**src/rtl/serial_pkg.sv**
```systemverilog
// Shared serial-link definitions: FSM states, line levels and default frame geometry.
package serial_pkg;

  localparam int OVERSAMPLE_DEF = 16;
  localparam int DATA_BITS_DEF  = 8;

  localparam logic START_LEVEL = 1'b0;
  localparam logic STOP_LEVEL  = 1'b1;
  localparam logic IDLE_LEVEL  = 1'b1;

  typedef enum logic [2:0] {
    IDLE      = 3'd0,
    START     = 3'd1,
    DATA      = 3'd2,
    STOP      = 3'd3,
    WAIT_HIGH = 3'd4
  } state_t;

endpackage

```
**src/rtl/sync_2ff.sv**
```systemverilog
// 1-bit two-flop synchronizer with asynchronous active-low reset to a chosen level.
module sync_2ff #(
  parameter logic RESET_VAL = 1'b1
) (
  input  logic clk,
  input  logic rst,
  input  logic d,
  output logic q
);

  logic meta;

  always_ff @(posedge clk or negedge rst) begin
    if (!rst) begin
      meta <= RESET_VAL;
      q    <= RESET_VAL;
    end else begin
      meta <= d;
      q    <= meta;
    end
  end

endmodule

```
**src/rtl/serial_receiver.sv**
```systemverilog
// Oversampling asynchronous serial receiver: start/data/stop framing, held
// character flag with read acknowledge, framing-error and overrun status.
module serial_receiver
  import serial_pkg::*;
#(
  parameter int OVERSAMPLE = OVERSAMPLE_DEF,
  parameter int DATA_BITS  = DATA_BITS_DEF
) (
  input  logic                 clk,
  input  logic                 rst,
  input  logic                 sample_tick,
  input  logic                 serial_in,
  input  logic                 read_ack,
  output logic [DATA_BITS-1:0] data_out,
  output logic                 character_received,
  output logic                 framing_error,
  output logic                 overrun,
  output state_t               fsm_state
);

  localparam int TW = $clog2(OVERSAMPLE);
  localparam int BW = $clog2(DATA_BITS + 1);
  localparam logic [TW-1:0] HALF_LAST = TW'(OVERSAMPLE / 2 - 1);
  localparam logic [TW-1:0] FULL_LAST = TW'(OVERSAMPLE - 1);
  localparam logic [BW-1:0] LAST_BIT  = BW'(DATA_BITS - 1);

  state_t               state, state_next;
  logic [TW-1:0]        tick_cnt;
  logic [BW-1:0]        bit_cnt;
  logic [DATA_BITS-1:0] shift_reg;
  logic                 line;
  logic                 tick_clr, tick_inc, bit_clr, bit_inc, shift_en;
  logic                 frame_good, frame_bad;

  sync_2ff #(.RESET_VAL(IDLE_LEVEL)) u_sync (
    .clk (clk),
    .rst (rst),
    .d   (serial_in),
    .q   (line)
  );

  assign fsm_state = state;

  always_ff @(posedge clk or negedge rst) begin
    if (!rst) state <= IDLE;
    else      state <= state_next;
  end

  always_comb begin
    state_next = state;
    if (sample_tick) begin
      case (state)
        IDLE:      if (line == START_LEVEL) state_next = START;
        START:     if (tick_cnt == HALF_LAST) state_next = (line == START_LEVEL) ? DATA : IDLE;
        DATA:      if (tick_cnt == FULL_LAST && bit_cnt == LAST_BIT) state_next = STOP;
        STOP:      if (tick_cnt == FULL_LAST) state_next = (line == STOP_LEVEL) ? IDLE : WAIT_HIGH;
        WAIT_HIGH: if (line == IDLE_LEVEL) state_next = IDLE;
        default:   state_next = IDLE;
      endcase
    end
  end

  // Control strobes; each one is qualified by sample_tick so a held-off tick freezes everything.
  always_comb begin
    tick_clr   = 1'b0;
    tick_inc   = 1'b0;
    bit_clr    = 1'b0;
    bit_inc    = 1'b0;
    shift_en   = 1'b0;
    frame_good = 1'b0;
    frame_bad  = 1'b0;
    if (sample_tick) begin
      case (state)
        IDLE: begin
          tick_clr = 1'b1;
          bit_clr  = 1'b1;
        end
        START: begin
          if (tick_cnt == HALF_LAST) begin
            tick_clr = 1'b1;
            bit_clr  = 1'b1;
          end else begin
            tick_inc = 1'b1;
          end
        end
        DATA: begin
          if (tick_cnt == FULL_LAST) begin
            tick_clr = 1'b1;
            bit_inc  = 1'b1;
            shift_en = 1'b1;
          end else begin
            tick_inc = 1'b1;
          end
        end
        STOP: begin
          if (tick_cnt == FULL_LAST) begin
            tick_clr   = 1'b1;
            frame_good = (line == STOP_LEVEL);
            frame_bad  = (line != STOP_LEVEL);
          end else begin
            tick_inc = 1'b1;
          end
        end
        default: ;
      endcase
    end
  end

  always_ff @(posedge clk or negedge rst) begin
    if (!rst) begin
      tick_cnt  <= '0;
      bit_cnt   <= '0;
      shift_reg <= '0;
    end else begin
      if (tick_clr)      tick_cnt <= '0;
      else if (tick_inc) tick_cnt <= tick_cnt + 1'b1;
      if (bit_clr)       bit_cnt <= '0;
      else if (bit_inc)  bit_cnt <= bit_cnt + 1'b1;
      if (shift_en)      shift_reg <= {line, shift_reg[DATA_BITS-1:1]};
    end
  end

  // A completing good frame takes priority over a simultaneous read_ack.
  always_ff @(posedge clk or negedge rst) begin
    if (!rst) begin
      data_out           <= '0;
      character_received <= 1'b0;
      framing_error      <= 1'b0;
      overrun            <= 1'b0;
    end else if (frame_good) begin
      data_out           <= shift_reg;
      character_received <= 1'b1;
      framing_error      <= 1'b0;
      if (character_received && !read_ack) overrun <= 1'b1;
      else if (read_ack)                   overrun <= 1'b0;
    end else begin
      if (frame_bad) framing_error <= 1'b1;
      if (read_ack) begin
        character_received <= 1'b0;
        overrun            <= 1'b0;
      end
    end
  end

endmodule

```
**config.mk**
```make
export PLATFORM = sky130hd
export DESIGN_NAME = serial_receiver
export DESIGN_NICKNAME = d
export VERILOG_FILES = /design/src/rtl/serial_pkg.sv /design/src/rtl/sync_2ff.sv /design/src/rtl/serial_receiver.sv
export SDC_FILE = /design/constraint.sdc
export NUM_CORES = 1
export LEC_CHECK = 0
export BUFFER_PORTS_ARGS = -buffer_cell sky130_fd_sc_hd__buf_2
export CAP_MARGIN = 20
export CORE_MARGIN = 3
export CORE_UTILIZATION = 25
export DETAILED_ROUTE_END_ITERATION = 8
export PLACE_DENSITY = 0.47
export SYNTH_ARGS = -nofsm -noshare
export SYNTH_HDL_FRONTEND = slang
export SYNTH_SLANG_ARGS = --single-unit
```
**constraint.sdc**
```tcl
create_clock -name clk -period 3.94 [get_ports clk]
set_clock_uncertainty 0.2 [all_clocks]
set_input_delay 0.591 -clock clk [delete_from_list [all_inputs] [get_ports clk]]
set_output_delay 0.591 -clock clk [all_outputs]
set_load 0.01 [all_outputs]
```
* Yosys cells after proc, flatten, opt, wreduce, memory -nomap -nowiden
Index checks and enable logic that the tools add are counted.
Word-level totals: latch bits 0, bits in read-only memories 0, bits in writable memories 0, logic and storage cells 72, memories kept 0, flip-flop bits (word level) 32, bits of input ports 5
Cells by class: $lt $le $gt $ge 0, multiplexer cells 37, shifts and indexed selects 0, reductions and logical operators 10, eq/ne operators 12, bitwise gates (word level) 1, div/mod/pow operators 0, $mul 0, add/sub/neg operators 2
Operators by type and width (number):
- 2-to-1 mux 1 bit | 22
- 2-to-1 mux 3 bit | 6
- 2-to-1 mux 4 bit | 4
- case mux 3 bit (5 select lines) | 1
- adder 4 x 1 -> 4 bit (second input constant) | 2
- equality test 4 x 3 -> 1 bit (second input constant) | 2
- inequality test 2 bit (second input constant) | 4
- nonzero test 2 bit | 4
- equality test 3 x 2 -> 1 bit (second input constant) | 2
- AND reduction 6 bit | 1
- equality test 4 bit (second input constant) | 1
- case mux 1 bit (2 select lines) | 2
- equality test 3 x 1 -> 1 bit (second input constant) | 1
- equality test 3 bit (second input constant) | 1
- logical NOT 3 bit | 1
- case mux 1 bit (3 select lines) | 1
- logical AND 1 bit | 2
- 2-to-1 mux 2 bit | 1
- inequality test 2 x 1 -> 1 bit (second input constant) | 1
- OR reduction 2 bit | 1
- logical NOT 1 bit | 1
- inverter 1 bit | 1

* Longest topological paths before layout
Gate-level depths: netlist of run 1.
depth after elaboration 6, mapped depth 6, mapped depth without buffers 5

* Cells and area by module
From an unflattened synthesis of run 1, not the netlist that was laid out.
Second synthesis, totals: cells, all modules 122, area total of the unflattened synthesis 1463.9 sq um
Modules (own cells, without submodules):
- serial_receiver | cells each 120, times used 1, area an instance 1411.4 sq um
- sync_2ff | cells each 2, times used 1, area an instance 52.6 sq um

* Least setup slack after synthesis of run 1
OpenSTA, ideal clock, no wires.
path type input -> register, start point input port sample_tick, end point register shift_reg[0], data arrival time 1.554 ns, library setup time 0.125 ns, stages on the path 4, path slack 2.061 ns, cells stage by stage nand2b_1 buf_6 nor4_4 mux2_2
Between the ends: longest elaborated chain between the ends 1
Ends and longest elaborated chain:
- start, declared | line serial_receiver.sv:11 | input logic sample_tick,
- 2-to-1 mux 1 bit | line serial_receiver.sv:72 | if (sample_tick) begin
- end signal, assigned | line serial_receiver.sv:119 | if (shift_en) shift_reg <= {line, shift_reg[DATA_BITS-1:1]};
- end, declared | line serial_receiver.sv:30 | logic [DATA_BITS-1:0] shift_reg;
No other way between the ends. A chain may end at the register's enable or synchronous reset.

* Worst setup path after layout of run 1
start point register state[2] (netlist: fsm_state[2]), end point register shift_reg[5]
Between the ends: longest elaborated chain between the ends 3
Ends and longest elaborated chain:
- start, declared | line serial_receiver.sv:27 | state_t state, state_next;
- start signal, assigned | line serial_receiver.sv:46 | else state <= state_next;
- equality test 3 x 2 -> 1 bit | line serial_receiver.sv:73 | case (state)
- 2-to-1 mux 1 bit | line serial_receiver.sv:73
- 2-to-1 mux 1 bit | line serial_receiver.sv:72
No other way between the ends.

==> impl_results.md, run 1 <==
- Std-Cell Rows: 27
- Post-layout min period: roughly 2.1 ns
- Setup crit start kind: flop
- Warnings from Yosys: 0
- Routed wire length: roughly 2800 um
- CTS tree: yes
- VDD IR max: 0.114 mV
- Unique masters post-synth: 37
- Syn Inst Count: ~130
- Worst hold margin: around 0.15 ns
- WP data required: 3.90 ns
- Reg2reg path depth: 3
- P&R area growth vs syn: 17.0%
- Total gr overflow: 0
- Vias: ~1100
- DP HPWL: ~2000 um
- Cell Chain, Critical Path: nand2b_1 -> nor4_4 -> mux2_2
- MaxCap Viol Count: 0
- Reg-to-Reg Start: fsm_state[2]
- CTS sink cnt: 32
- I/O pin count: 19
- Nets: approximately 160
- Vias in the first global route: 1072
- DRC viols: 0
- Initial DRC count: 81
- Most frequent cells in the layout: nand2_1, dfrtp_1, buf_2
- Total CTS buffers: 5
- Ys async rst share: 100%
- Root Buffer: clkbuf_8
- Most common cell after layout, fill and taps aside: nand2_1
- EDFF count, synth: 0
- Finished Cell Area: around 1700 um2
- CP max stage delay: 0.55 ns
- Crit-path max FO: 9
- Total placed cells including tap cells: 220
- Remaining antenna violation count: 0
- R2R setup slack: between 1.5 and 2 ns
- Setup-failing EPs final: 0
- Postcts setup bufs: 0
- Wire per inst: 12.4 um
- Path type of the worst setup path: flop to flop
- Post-route insts no fill: about 230
- DP Area: 1590 um2
- Setup TNS: 0 ns
- Vias/cell: 4.61
- Slowest CP cell: nor4_4
- # port buffers: 18
- Final Max Tran Viols: 0
- Final period utilization: between 50% and 60%
- Ant diodes: 0
- Max Root-Sink Buffers: 2
- Largest net degree at the start of global routing: 33
- Worst setup path end: shift_reg[5]
- Relative slew slack: between 50% and 60%
- CTS Hold Buffers Added: 0
- Chip width: around 80 um
- Mean Syn Cell Area: approximately 11 um2
- RSZ-0062 raised after global routing: false
- Crit path arrival time: 2.04 ns
- Maximum clock frequency: ~480 MHz
- Gpl congestion: 0.758
- Seq/Total Area, Yosys: a little under three fifths
- Clock latency on the worst-skew pair: between 0.2 and 0.3 ns
- Reg-to-Reg End: shift_reg[5]
- First-pass iteration count of the detailed router: 4
- Post-CTS sizing: 0
- Die Y-Extent: 82.1 um
- Core area: around 5500 um2
- Die area: ~6700 um2
- Synthesized net count: around 140
- CTS H-tree depth: 2
- Initial antenna violation count: 0
- Crit path from: fsm_state[2]
- Flops & latches, synth: 32
- Post-synth top flop: dfrtp_1
- Initial core utilization: a little over a quarter
- Least-Margin Pin Slew: between 0.7 and 0.8 ns
- Layout cell share with drive strength beyond 1: between 20% and 30%
- Leakage power: ~0.84 nW
- Pwr dens: about 460 nW/um2
- Total GRT Usage: roughly 9.7%
- Worst setup EP type: flop
- Final Hold Fails: 0
- First-pass GRT wire length: between 4000 and 5000 um
- Clock transition at path regs: around 0.07 ns
- Hold/Removal Path Class: input pin to asynchronous set/reset pin
- Status: finished clean
- Synth Cell Area: about 1400 um2
- Count of filler cells inserted in the layout: between 500 and 600
[worst max-delay path: cells and delay by family (launching register included)]
| kind | cells | cell delay, ns |
|---|---|---|
| simple gates | 2 | 0.89 |
| flops | 1 | 0.46 |
| mux | 1 | 0.40 |
[layout make-up]
type | count | area, um2 | area share, %
well taps | 72 | 90.1 | 5.33
clock buffers | 8 | 100 | 5.92
repair buffers | 18 | 90.1 | 5.33
flip-flops and latches | 32 | 803 | 47.5
multi-input cells | 94 | 593 | 35.1
inverters | 4 | 15.0 | 0.888
[synth_stat cells, types with 2 or more instances]
cell	n	share of area (%)
nand2_1	31	8.0
dfrtp_1	30	52
mux2_2	9	7.0
o21ai_0	8	2.8
a21oi_1	5	1.7
nor2_1	5	1.3
inv_1	4	1.0
nand3_1	4	1.4
o31ai_1	4	2.1
a21o_1	2	1.0
a22o_1	2	1.2
buf_6	2	1.6
dfstp_2	2	3.6
ha_1	2	1.7
nand2b_1	2	0.86
[power by group]
part           leakage, nW  switching (mW)  internal [mW]
Combinational        0.353          0.0664         0.0440
Sequential           0.433          0.0441          0.353
Clock               0.0515           0.117          0.159
Total                0.838           0.227          0.557
[worst min path at each step]
stage                     start          end  slack (ns)
global route        u_sync.meta     u_sync.q        0.16
global placement    u_sync.meta     u_sync.q        0.15
CTS                 u_sync.meta     u_sync.q        0.16
floorplan                   rst   bit_cnt[0]         0.1
detailed placement  u_sync.meta     u_sync.q        0.15
finish                      rst  data_out[3]        0.15
[routing by layer]
metal  GRT usage [%]  wire [um]
met5               0          0
met4            4.49         70
met3            2.96         88
met2            15.3       1370
met1            12.1       1290
[through the flow]
step / util, % / power [mW] / worst slack (ns)
2_1_floorplan: - / 0.483 / 2.06
3_3_place_gp: 28.7 / 0.515 / 1.76
3_5_place_dp: 28.7 / 0.515 / 1.68
4_1_cts: 30.5 / 0.797 / 1.85
5_1_grt: 30.5 / 0.831 / 1.75
6_report: 30.5 / 0.784 / 1.86
[logic make-up (layout without fill, tap and decap cells)]
kind of cell	after synthesis	after routing	synth area share, %
fa+ha+maj	2	2	1.73
flops	32	32	55.5
buf+inv	8	30	3.46
xor+xnor	1	1	0.606
simple gates	55	55	19.3
compound gates	27	27	12.4
mux	9	9	7.01
No activity file was read; power rests on OpenSTA's default activity.
==> run 2: changes to the inputs <==
--- a/config.mk
+++ b/config.mk
@@ -10,7 +10,7 @@
 export CORE_MARGIN = 3
 export CORE_UTILIZATION = 25
 export DETAILED_ROUTE_END_ITERATION = 8
-export PLACE_DENSITY = 0.47
+export PLACE_DENSITY = 0.48
 export SYNTH_ARGS = -nofsm -noshare
 export SYNTH_HDL_FRONTEND = slang
 export SYNTH_SLANG_ARGS = --single-unit
==> constraint.sdc (replaced) <==
create_clock -name clk -period 1.7 [get_ports clk]
set_clock_uncertainty 0.2 [all_clocks]
set_input_delay 0.255 -clock clk [delete_from_list [all_inputs] [get_ports clk]]
set_output_delay 0.255 -clock clk [all_outputs]
set_load 0.01 [all_outputs]
==> run 2 against run 1 <==
The flow now finishes with violations (negative setup slack). Flip-flop and latch count did not move. Critical endpoint is now shift_reg[4]. Core utilization grew 4.2 points. Via count is 8.7% higher. First-iteration DRC count increased by 6.2%. Critical path type unchanged. Setup slack got worse by 1.9 ns. Sequential power grew 130%. Combinational power rose to 4.0 times the previous value.
==> impl_results.md, run 2 (synthesized netlist as in run 1, its figures left out) <==
- Vias/cell: 4.59 (-0.51%)
- Initial DRC count: 86 (+6.2%)
- Setup-failing EPs final: 2 (+2)
- P&R area growth vs syn: 33.2%
- Path type of the worst setup path: flop to flop
- Total GRT Usage: 10.9% (+1.2 points)
- Maximum clock frequency: 586 MHz (+22%)
- WP data required: 1.67 ns (-2.23 ns)
- Hold path cells: 3
- Crit path from: fsm_state[2]
- CTS tree: yes
- DP Area: 1740 um2 (+9.4%)
- Worst setup EP type: flop
- Overall power: 1.95 mW (+150%)
- Chip width: 82.1 um (unchanged)
- Pwr dens: 1010 nW/um2 (+120%)
- Total placed cells including tap cells: 237 (+7.7%)
- RSZ-0062 raised after global routing: true
- Cell Chain, Critical Path: nand2b_4 -> nor4_4 -> buf_6 -> mux2_4
- Setup TNS: -0.00894 ns (-0.00894 ns)
- CP max stage delay: 0.44 ns (-0.11 ns)
- Crit path arrival time: 1.67 ns (-0.37 ns)
- Final Max Tran Viols: 0 (unchanged)
- Worst hold margin: 0.138 ns (-0.0110 ns)
- Leakage power: 0.943 nW (+13%)
- Vias in the first global route: 1148 (+7.1%)
- Root Buffer: clkbuf_8
- Vias: 1142 (+8.7%)
- Clock latency on the worst-skew pair: 0.28 ns (about the same)
- Post-route insts no fill: 249 (+9.2%)
- First-pass GRT wire length: 5540 um (+12%)
- CTS sink cnt: 32 (unchanged)
- Final Hold Fails: 0 (unchanged)
- Die area: 6730 um2 (unchanged)
- Total CTS buffers: 5 (unchanged)
- Max Root-Sink Buffers: 2 (unchanged)
- I/O pin count: 19 (unchanged)
- Failing checks: negative setup slack
- Slowest CP cell: dfrtp_2
- Remaining antenna violation count: 0 (unchanged)
- Routed wire length: 3160 um (+12%)
- Most common cell after layout, fill and taps aside: nand2_1
- Crit-path max FO: 8 (-1)
- Nets: 183 (+13%)
- Least-Margin Pin Slew: 0.417 ns (-0.287 ns)
- Die Y-Extent: 82.1 um (unchanged)
- # port buffers: 18 (unchanged)
- Hold/Removal Path Class: input pin to flop
- Final period utilization: 100% (+48 points)
- R2R setup slack: -0.006 ns (-1.87 ns)
- DP HPWL: 2300 um (+14%)
- Reg-to-Reg Start: fsm_state[2]
- Hold_sp: sample_tick
- Ant diodes: 0 (unchanged)
- MaxCap Viol Count: 0 (unchanged)
- CTS H-tree depth: 2 (unchanged)
- Status: finished with violations
- Post-layout min period: 1.71 ns (-0.372 ns)
- Relative slew slack: 72.2% (+19 points)
- Core area: 5540 um2 (unchanged)
- Largest net degree at the start of global routing: 33 (unchanged)
- Setup crit start kind: flop
- First-pass iteration count of the detailed router: 4 (unchanged)
- DRC viols: 0 (unchanged)
- Reg-to-Reg End: shift_reg[4]
- Count of filler cells inserted in the layout: 563 (-4.7%)
- Finished Cell Area: 1930 um2 (+14%)
- Reg2reg path depth: 4 (+1)
- Setup ws final: -0.00552 ns (-1.87 ns)
- Wire per inst: 12.7 um (+2.7%)
- Clock transition at path regs: 0.06 ns (about the same)
- Total gr overflow: 0 (unchanged)
- Worst hold endpoint: fsm_state[2]
- Most frequent cells in the layout: nand2_1, dfrtp_1, buf_2
- VDD IR max: 0.398 mV (+250%)
- Gpl congestion: 0.763 (+0.67%)
- Std-Cell Rows: 27 (unchanged)
- Initial antenna violation count: 0 (unchanged)
- Initial core utilization: 26.1% (unchanged)
- Layout cell share with drive strength beyond 1: 38.4% (+11 points)
## run 2: worst max-delay path: cells and delay by family (launching register included)
| kind | cells | cell delay (ns) |
|---|---|---|
| buffers and inverters | 1 | 0.20 |
| DFF | 1 | 0.44 |
| muxes | 1 | 0.31 |
| and+or+nand+nor | 2 | 0.43 |
## run 2: worst max-delay path by stage
stage	to	slack, ns
floorplan	shift_reg[0]	-0.10
global placement	shift_reg[7]	-0.02
detailed placement	shift_reg[4]	-0.12
CTS	shift_reg[4]	-0.01
global route	bit_cnt[0]	-0.06
finish	shift_reg[4]	-0.006
## run 2: cell type report
class / instances / area [um2] / share of cell area (%)
clock buffers: 7 / 86.3 / 4.48
flip-flops and latches: 32 / 806 / 41.8
clock inverters: 1 / 7.51 / 0.390
multi-input cells: 94 / 663 / 34.4
inverters: 4 / 15.0 / 0.779
well taps: 72 / 90.1 / 4.68
repair buffers: 39 / 259 / 13.4
## run 2: power breakdown
group	switching, mW	total (mW)	leakage, nW	internal (mW)
Clock	0.281	0.610	0.0445	0.329
Combinational	0.233	0.438	0.468	0.205
Sequential	0.0807	0.901	0.430	0.821
Total	0.595	1.95	0.943	1.35
## run 2: repair_timing
item	CTS	global route
pin swaps	1	1
gates resized for setup	14	2
hold buffers	3	0
setup endpoints to repair	22	15
setup buffers	1	0
hold endpoints to repair	33	0
## run 2: stage by stage
stage	util (%)	setup slack [ns]
finish	34.8	-0.00552
global route	34.8	-0.0553
CTS	34.6	-0.0111
detailed placement	31.4	-0.123
global placement	31.4	-0.0157
floorplan	-	-0.101
## run 2: layer usage
metal,vias to the layer above,global-route usage [%],part of all wire [%]
li1,553,-,-
met3,5,3.07,2.3
met4,0,5.48,2.2
met5,-,0,0
met2,9,16.4,48
met1,575,14.2,48
